<file path="config.mk">
export PLATFORM = sky130hd
export DESIGN_NAME = tcm_port_master
export DESIGN_NICKNAME = d
export VERILOG_FILES = /design/src/rtl/tcm_port_master.sv
export SDC_FILE = /design/constraint.sdc
export NUM_CORES = 1
export LEC_CHECK = 0
export ABC_AREA = 0
export CAP_MARGIN = 10
export CORE_AREA = 2 2 129 131
export CTS_CLUSTER_DIAMETER = 30
export DETAILED_ROUTE_END_ITERATION = 8
export DIE_AREA = 0 0 131 133
export GPL_ROUTABILITY_DRIVEN = 0
export PLACE_DENSITY = 0.87
export SLEW_MARGIN = 30
export SYNTH_ARGS = -nofsm -noshare
export SYNTH_HDL_FRONTEND = slang
export SYNTH_SLANG_ARGS = --single-unit
</file>
<file path="constraint.sdc">
create_clock -name clk_i -period 3.55 [get_ports clk_i]
set_clock_uncertainty 0.2 [all_clocks]
set_input_delay 0.355 -clock clk_i [delete_from_list [all_inputs] [get_ports clk_i]]
set_output_delay 0.355 -clock clk_i [all_outputs]
set_load 0.005 [all_outputs]
</file>
<file path="src/rtl/tcm_port_master.sv">
// Request-stream initiator for one TCM RAM port. It drives the RAM in the issue cycle,
// captures the registered read data one cycle later, and returns tagged responses in order.
module tcm_port_master #(
    parameter int          TAG_W      = 4,
    parameter logic [31:0] BASE_ADDR  = 32'h8000_0000,
    parameter int          RESP_DEPTH = 3
) (
    input  logic             clk_i,
    input  logic             rst_i,
    input  logic             req_valid_i,
    output logic             req_ready_o,
    input  logic [31:0]      req_addr_i,
    input  logic [3:0]       req_wr_i,
    input  logic [31:0]      req_data_i,
    input  logic [TAG_W-1:0] req_tag_i,
    output logic             resp_valid_o,
    input  logic             resp_accept_i,
    output logic [31:0]      resp_data_o,
    output logic [TAG_W-1:0] resp_tag_o,
    output logic             resp_error_o,
    output logic [13:0]      ram_addr_o,
    output logic [63:0]      ram_data_o,
    output logic [7:0]       ram_wr_o,
    input  logic [63:0]      ram_data_i
);

    localparam int PTR_W = $clog2(RESP_DEPTH);
    localparam int CNT_W = $clog2(RESP_DEPTH + 1);

    typedef struct packed {
        logic [TAG_W-1:0] tag;
        logic [31:0]      data;
        logic             error;
    } resp_t;

    logic [31:0]      offset;
    logic             in_range;
    logic             fire;
    logic             unused_ok;

    logic             s1_valid;
    logic [TAG_W-1:0] s1_tag;
    logic             s1_hi;
    logic             s1_write;
    logic             s1_error;

    resp_t            fifo_mem [RESP_DEPTH];
    resp_t            push_entry;
    resp_t            head;
    logic [PTR_W-1:0] wr_ptr;
    logic [PTR_W-1:0] rd_ptr;
    logic [CNT_W-1:0] count;
    logic [CNT_W:0]   outstanding;
    logic             push;
    logic             pop;

    function automatic logic [PTR_W-1:0] next_ptr(input logic [PTR_W-1:0] p);
        return (p == PTR_W'(RESP_DEPTH - 1)) ? '0 : p + 1'b1;
    endfunction

    assign offset    = req_addr_i - BASE_ADDR;
    assign in_range  = (offset[31:17] == '0);
    assign unused_ok = ^offset[1:0];

    // Ready depends only on registered occupancy, so resp_accept_i never reaches req_ready_o.
    assign outstanding = {1'b0, count} + (CNT_W + 1)'(s1_valid);
    assign req_ready_o = !rst_i && (outstanding < (CNT_W + 1)'(RESP_DEPTH));
    assign fire        = req_valid_i & req_ready_o;

    assign ram_addr_o = offset[16:3];
    assign ram_data_o = {req_data_i, req_data_i};
    assign ram_wr_o   = (fire && in_range) ? (offset[2] ? {req_wr_i, 4'h0} : {4'h0, req_wr_i})
                                           : 8'h00;

    always_ff @(posedge clk_i) begin
        if (rst_i) begin
            s1_valid <= 1'b0;
            s1_tag   <= '0;
            s1_hi    <= 1'b0;
            s1_write <= 1'b0;
            s1_error <= 1'b0;
        end else begin
            s1_valid <= fire;
            if (fire) begin
                s1_tag   <= req_tag_i;
                s1_hi    <= offset[2];
                s1_write <= (req_wr_i != 4'h0);
                s1_error <= !in_range;
            end
        end
    end

    // RAM read data is valid only in the cycle after issue, so it is captured at push time.
    always_comb begin
        push_entry       = '0;
        push_entry.tag   = s1_tag;
        push_entry.error = s1_error;
        if (!(s1_error || s1_write))
            push_entry.data = s1_hi ? ram_data_i[63:32] : ram_data_i[31:0];
    end

    assign push = s1_valid;
    assign pop  = resp_valid_o & resp_accept_i;

    // NOTE: the entry storage has no reset; count gates every use of it, so stale contents are never visible.
    always_ff @(posedge clk_i) begin
        if (push)
            fifo_mem[wr_ptr] <= push_entry;
    end

    always_ff @(posedge clk_i) begin
        if (rst_i) begin
            wr_ptr <= '0;
            rd_ptr <= '0;
            count  <= '0;
        end else begin
            if (push)
                wr_ptr <= next_ptr(wr_ptr);
            if (pop)
                rd_ptr <= next_ptr(rd_ptr);
            case ({push, pop})
                2'b10:   count <= count + 1'b1;
                2'b01:   count <= count - 1'b1;
                default: count <= count;
            endcase
        end
    end

    assign head         = fifo_mem[rd_ptr];
    assign resp_valid_o = !rst_i && (count != '0);
    assign resp_data_o  = resp_valid_o ? head.data  : '0;
    assign resp_tag_o   = resp_valid_o ? head.tag   : '0;
    assign resp_error_o = resp_valid_o ? head.error : 1'b0;

endmodule
</file>
==> run metrics, run 1 <==
Sinks on Clock Net=about 130; Mapped Nets=624; Startpoint Class=flop; Post-Syn Area per Cell=12.8 um^2; highest ir drop seen on vdd=roughly 0.00034 V; HPWL after detailed placement=between 8 and 9 mm; Chip Width=approximately 130 um; min Tclk post-route=3.42 ns; CTS H-tree depth=4; CTS buffer count=17; Post-DRT Antenna Nets=0; count of cell types in the netlist=36; total track usage=between 15 and 20%; largest net degree at the start of global routing=34; pwr/cell area=about 490 nW/um^2; Post-synth EDFFs=about 110; clk buf depth=2; chip height=133 um; First DRT Iteration DRCs=142; register area=roughly 3700 um^2; RSZ-0062 raised after global routing=true; outcome=completed; DRC=0; max_cap viols=0; WP data arrival=2.87 ns; Place WS=~0.53 ns; first-pass GRT wire length=between 20 and 25 mm; most frequent cells in the layout=138 x clkdlybuf4s50_1, 111 x edfxtp_1, 71 x nor2_1; Reg clk slew, reported paths=approximately 0.060 ns; CP Capture Type=output port; Total Wirelength=13.2 mm; total congestion overflow=0; vias in the first global route=between 4000 and 5000; WL/cell=between 15 and 20 um; FFs w/ async S/R, synth=0%; Post-Syn Instances=approximately 480; Layout area overhead=27.4%; Site Rows=47; Leak=roughly 2.6 nW; final hold vios=0; DR pass1 iterations=5; diode count=0; full die area=roughly 17000 um^2; Mapped Area=a little over 6000 um^2; worst-margin pin slew=around 0.8 ns; post-DR vias/cell=between 4 and 5; Ys Warns=0; setup TNS=0 ns; commonest non-fill, non-tap cell in the layout=clkdlybuf4s50_1; fmax=slightly below 300 MHz; CORE AREA=16200 um^2; Final Max Slew Viols=0; Crit Path Max Fanout=10; Slew headroom=between 40% and 50%; Hold Path Class=flop to flop; clock latency on the worst-skew pair=~0.4 ns; PortBufs=138; Clock Tree Root=clkbuf_16; Required @ worst endpoint=2.99 ns; final worst slack=between 0.1 and 0.15 ns; CTS tree=built; Initial Util=roughly two fifths; initial antenna violation count=1; predominant post-synthesis flop cell=edfxtp_1; layout cells sized above 1=between 10% and 20%; fillers=1355; Final nets=between 600 and 700; CP Class=flop to output port; Final period util=roughly 96%; Via Count=roughly 3800; final setup fails=0; Seq/Total Area, Yosys=around three fifths; Multi-input gate area=1850 um^2; Ports=265; flops & latches, synth=roughly 130
## critical path, cell delays in order, from the launching register on
cell             delay [ns]
dfxtp_1                0.42
ha_1                   0.20
ha_1                   0.23
a211o_1                0.38
clkinv_2               0.15
nand2_2                0.16
nor4_1                 0.34
clkdlybuf4s50_1        0.58
## cells in the mapped netlist, drive strengths merged (2+ instances only)
master / number / area [um^2]
nand2b: 4 / 25.0
nor2: 73 / 274
o21ai: 8 / 40.0
nor2b: 2 / 12.5
ha: 3 / 37.5
dfxtp: 16 / 320
a21oi: 9 / 45.0
nor4: 10 / 62.6
nand3: 6 / 30.0
nor3: 2 / 10.0
mux2i: 69 / 691
o21a: 2 / 15.0
or4: 2 / 18.8
buf: 92 / 662
inv: 6 / 22.5
clkbuf: 10 / 38.8
mux2: 37 / 417
nand2: 7 / 28.8
edfxtp: 111 / 3330
## power by group
group          internal, W  switching (W)  leakage [nW]
Clock              0.00104       0.000597         0.273
Combinational     0.000259       0.000200          1.15
Sequential         0.00170      0.0000403          1.16
Total              0.00301       0.000837          2.58
## worst paths after layout
path                                start               to  slack [ns]  cells past startpoint
worst min register to register  s1_tag[1]  fifo_mem[2][34]        0.28                      0
worst min-delay path            s1_tag[1]  fifo_mem[2][34]        0.28                      0
worst max-delay path                 push      ram_wr_o[5]        0.13                      7
worst max register to register       push         s1_error        1.32                      6
## logic make-up (layout without fill, tap and decap cells)
group,count (synthesis),count (layout),share of synthesized area (%)
AOI/OAI and AO/OA,24,24,2.29
xor gates and xnor gates,2,2,0.284
adders and majority gates,3,3,0.608
buffers and inverters,109,185,11.8
DFF,127,127,59.1
muxes,106,106,17.9
and+or+nand+nor,110,110,7.96
## per-stage QoR
step                area [um^2]  util [%]  hold slack (ns)  total power [W]  instances
global route               7870      48.7            0.310          0.00399        777
global placement           7250      44.8            0.257          0.00221        744
finish                     7870      48.7            0.283          0.00385        777
CTS                        7850      48.5            0.285          0.00389        777
floorplan                  6180         -            0.237          0.00205        481
detailed placement         7280      45.0            0.273          0.00224        745
## state kept, by name, indices dropped and copies added, names as in the netlist, named ones only
signal	count
fifo_mem	111
s1_tag	4
count	2
rd_ptr	2
wr_ptr	2
push	1
s1_error	1
s1_hi	1
s1_write	1
## what timing repair did
item / CTS / global route
hold buffers: 0 / 0
buffers inserted: 0 / 0
gates resized for setup: 0 / 4
endpoints found under the setup margin: 0 / 5
## metal layers
layer	global-route usage [%]	routed length, um	part of all wire (%)	vias to the layer above
li1	-	-	-	1765
met4	5.26	172	1.3	2
met1	16.4	5130	39	1863
met5	0	11	0.084	-
met2	26.8	6810	52	174
met3	7.12	1020	7.8	21
## area by class of cell
| type | count | share of cell area [%] |
|---|---|---|
| Tap cell | 220 | 3.50 |
| Sequential cell | 127 | 46.5 |
| Clock inverter | 11 | 1.48 |
| Inverter | 7 | 0.350 |
| Timing Repair Buffer | 146 | 18.9 |
| Clock buffer | 21 | 5.72 |
| Multi-Input combinational cell | 245 | 23.5 |
(Power assumes the default switching activity.)
==> inputs of run 2 (changes only) <==
--- a/config.mk
+++ b/config.mk
@@ -13,7 +13,6 @@
 export DIE_AREA = 0 0 131 133
 export GPL_ROUTABILITY_DRIVEN = 0
 export PLACE_DENSITY = 0.87
-export SLEW_MARGIN = 30
 export SYNTH_ARGS = -nofsm -noshare
 export SYNTH_HDL_FRONTEND = slang
 export SYNTH_SLANG_ARGS = --single-unit
==> run metrics, run 2 (synthesized netlist as in run 1, its figures left out) <==
total congestion overflow=0 (unchanged); max_cap viols=0 (unchanged); initial antenna violation count=1 (unchanged); largest register by flop count=fifo_mem; worst-margin pin slew=1.17 ns (+0.376 ns); Via Count=3796 (-0.76%); Final period util=95.1% (-1.3 points); WP data arrival=2.82 ns (-0.05 ns); CTS buffer count=17 (unchanged); worst hold start=s1_tag[1]; Layout area overhead=27.5% (about the same); Final nets=686 (-0.15%); crit path cell chain=ha_1 > ha_1 > a211o_1 > clkinv_2 > nand2_2 > nor4_1 > clkdlybuf4s50_1; crit-path leading delay family=buffers and inverters; Startpoint Class=flop; diode count=0 (unchanged); Clock Tree Root=clkbuf_16; Place WS=0.540 ns (+0.0105 ns); hold endpoint=fifo_mem[0][34]; Initial Util=38.2% (unchanged); Post-DRT Antenna Nets=0 (unchanged); chip height=133 um (unchanged); Crit Path Max Fanout=10 (unchanged); Ports=265 (unchanged); Hold Path Class=flop to flop; final hold vios=0 (unchanged); CTS Hold Bufs=0 (unchanged); Worst path most repeated cell=ha_1; Sinks on Clock Net=127 (unchanged); First DRT Iteration DRCs=148 (+4.2%); Chip Width=131 um (unchanged); Reg-to-Reg End=count[1]; CTS H-tree depth=4 (unchanged); Critical Path Max Stage Delay=0.56 ns (-0.02 ns); RSZ-0062 raised after global routing=true; PortBufs=138 (unchanged); Total Wirelength=13.3 mm (+0.78%); CTS tree=built; highest ir drop seen on vdd=0.000341 V (+0.39%); DRC=0 (unchanged); Reg clk slew, reported paths=0.06 ns (about the same); total track usage=15.6% (+0.11 points); outcome=completed; most frequent cells in the layout=138 x clkdlybuf4s50_1, 111 x edfxtp_1, 71 x nor2_1; first-pass GRT wire length=20.3 mm (+0.85%); pwr/cell area=497 nW/um^2 (+1.7%); CP bufs+invs=2 (unchanged); commonest non-fill, non-tap cell in the layout=clkdlybuf4s50_1; clk buf depth=2 (unchanged); Critical-path top delay cell=clkdlybuf4s50_1; min Tclk post-route=3.38 ns (-0.0467 ns); full die area=17400 um^2 (unchanged); R2R cell count=5 (-1); final worst slack=0.173 ns (+0.0467 ns); Slew headroom=22.3% (-25 points); HPWL after detailed placement=8.84 mm (-1.3%); largest net degree at the start of global routing=43 (+26%); fmax=296 MHz (+1.4%); CP Capture Type=output port; clock latency on the worst-skew pair=0.41 ns (about the same); Top Registers=fifo_mem x111, s1_tag x4; Required @ worst endpoint=2.99 ns (about the same); Hold Path Depth=0 (unchanged); RR Startpoint=count[0]; CORE AREA=16200 um^2 (unchanged); setup TNS=0 ns (unchanged); vias in the first global route=4058 (+0.79%); Leak=2.57 nW (-0.24%); DR pass1 iterations=4 (-1); layout cells sized above 1=16.5% (+0.57 points); post-DR vias/cell=4.89 (-0.63%); final setup fails=0 (unchanged); Site Rows=47 (unchanged); CP Class=flop to output port; max reg flops=111 (unchanged); WL/cell=17.1 um (+0.91%); R2R setup slack=1.09 ns (-0.23 ns); Final Max Slew Viols=0 (unchanged)
## run 2: changes by cell type in the layout (fill, tap and decap cells not counted), moves of 2 or more
cell	delta
clkbuf_1	-3
clkinv_2	-3
clkbuf_8	+2
clkinv_4	+2
clkinvlp_4	+2
dfxtp_2	+2
## run 2: per-stage QoR
stage / area (um^2) / instances / hold WS [ns] / util (%) / total power (W)
global placement: 7250 / 744 / 0.257 / 44.8 / 0.00221
finish: 7870 / 776 / 0.288 / 48.7 / 0.00391
detailed placement: 7250 / 744 / 0.273 / 44.8 / 0.00223
floorplan: 6180 / 481 / 0.237 / - / 0.00205
global route: 7870 / 776 / 0.311 / 48.7 / 0.00406
CTS: 7850 / 776 / 0.286 / 48.6 / 0.00395
## run 2: worst max-delay path by stage
stage,start,endpoint,cells past startpoint,slack (ns)
after floorplan,push,fifo_mem[1][0],2,0.88
after global placement,count[0],ram_wr_o[1],7,0.61
after detailed placement,count[0],ram_wr_o[1],7,0.54
after CTS,count[0],ram_wr_o[5],7,0.08
after global routing,count[0],ram_wr_o[1],7,-0.00003
final,count[0],ram_wr_o[6],7,0.17
## run 2: cell type report
cell class | instances | area, um^2
clock buffers | 20 | 467
clock inverters | 12 | 134
fillers | 1374 | 8300
inverters | 7 | 27.5
multi-input cells | 245 | 1850
flip-flops and latches | 127 | 3660
well taps | 220 | 275
repair buffers | 145 | 1460
## run 2: report_power, final
part / leakage [nW] / total, W / switching (W) / internal (W)
clock: 0.281 / 0.00172 / 0.000630 / 0.00109
sequential: 1.16 / 0.00174 / 0.0000406 / 0.00170
combinational: 1.13 / 0.000450 / 0.000198 / 0.000252
total: 2.57 / 0.00391 / 0.000868 / 0.00305
## run 2: worst register-to-register path, cell delays in order (launching register included)
cell	delay, ns
dfxtp_2	0.35
o21bai_4	0.83
nor2_1	0.09
ha_1	0.35
or3_1	0.39
a21oi_1	0.17
## run 2: timing repair
action	4_1_cts	5_1_grt
setup endpoints to repair	0	8
resized for setup	0	5
setup buffers	0	0
## run 2: layer usage
layer | routed length [um] | GRT usage, % | vias up
met5 | 11 | 0 | -
met4 | 194 | 5.50 | 2
met3 | 1020 | 7.04 | 19
met2 | 6790 | 26.9 | 171
met1 | 5230 | 16.6 | 1834
li1 | - | - | 1770
==> inputs of run 3 (changes only) <==
--- a/config.mk
+++ b/config.mk
@@ -12,6 +12,7 @@
 export DETAILED_ROUTE_END_ITERATION = 8
 export DIE_AREA = 0 0 131 133
 export GPL_ROUTABILITY_DRIVEN = 0
+export HOLD_SLACK_MARGIN = 0.08
 export PLACE_DENSITY = 0.87
 export SYNTH_ARGS = -nofsm -noshare
 export SYNTH_HDL_FRONTEND = slang
==> results of run 3 <==
Same layout as run 2: the final DEF is identical, and so are final timing and power.
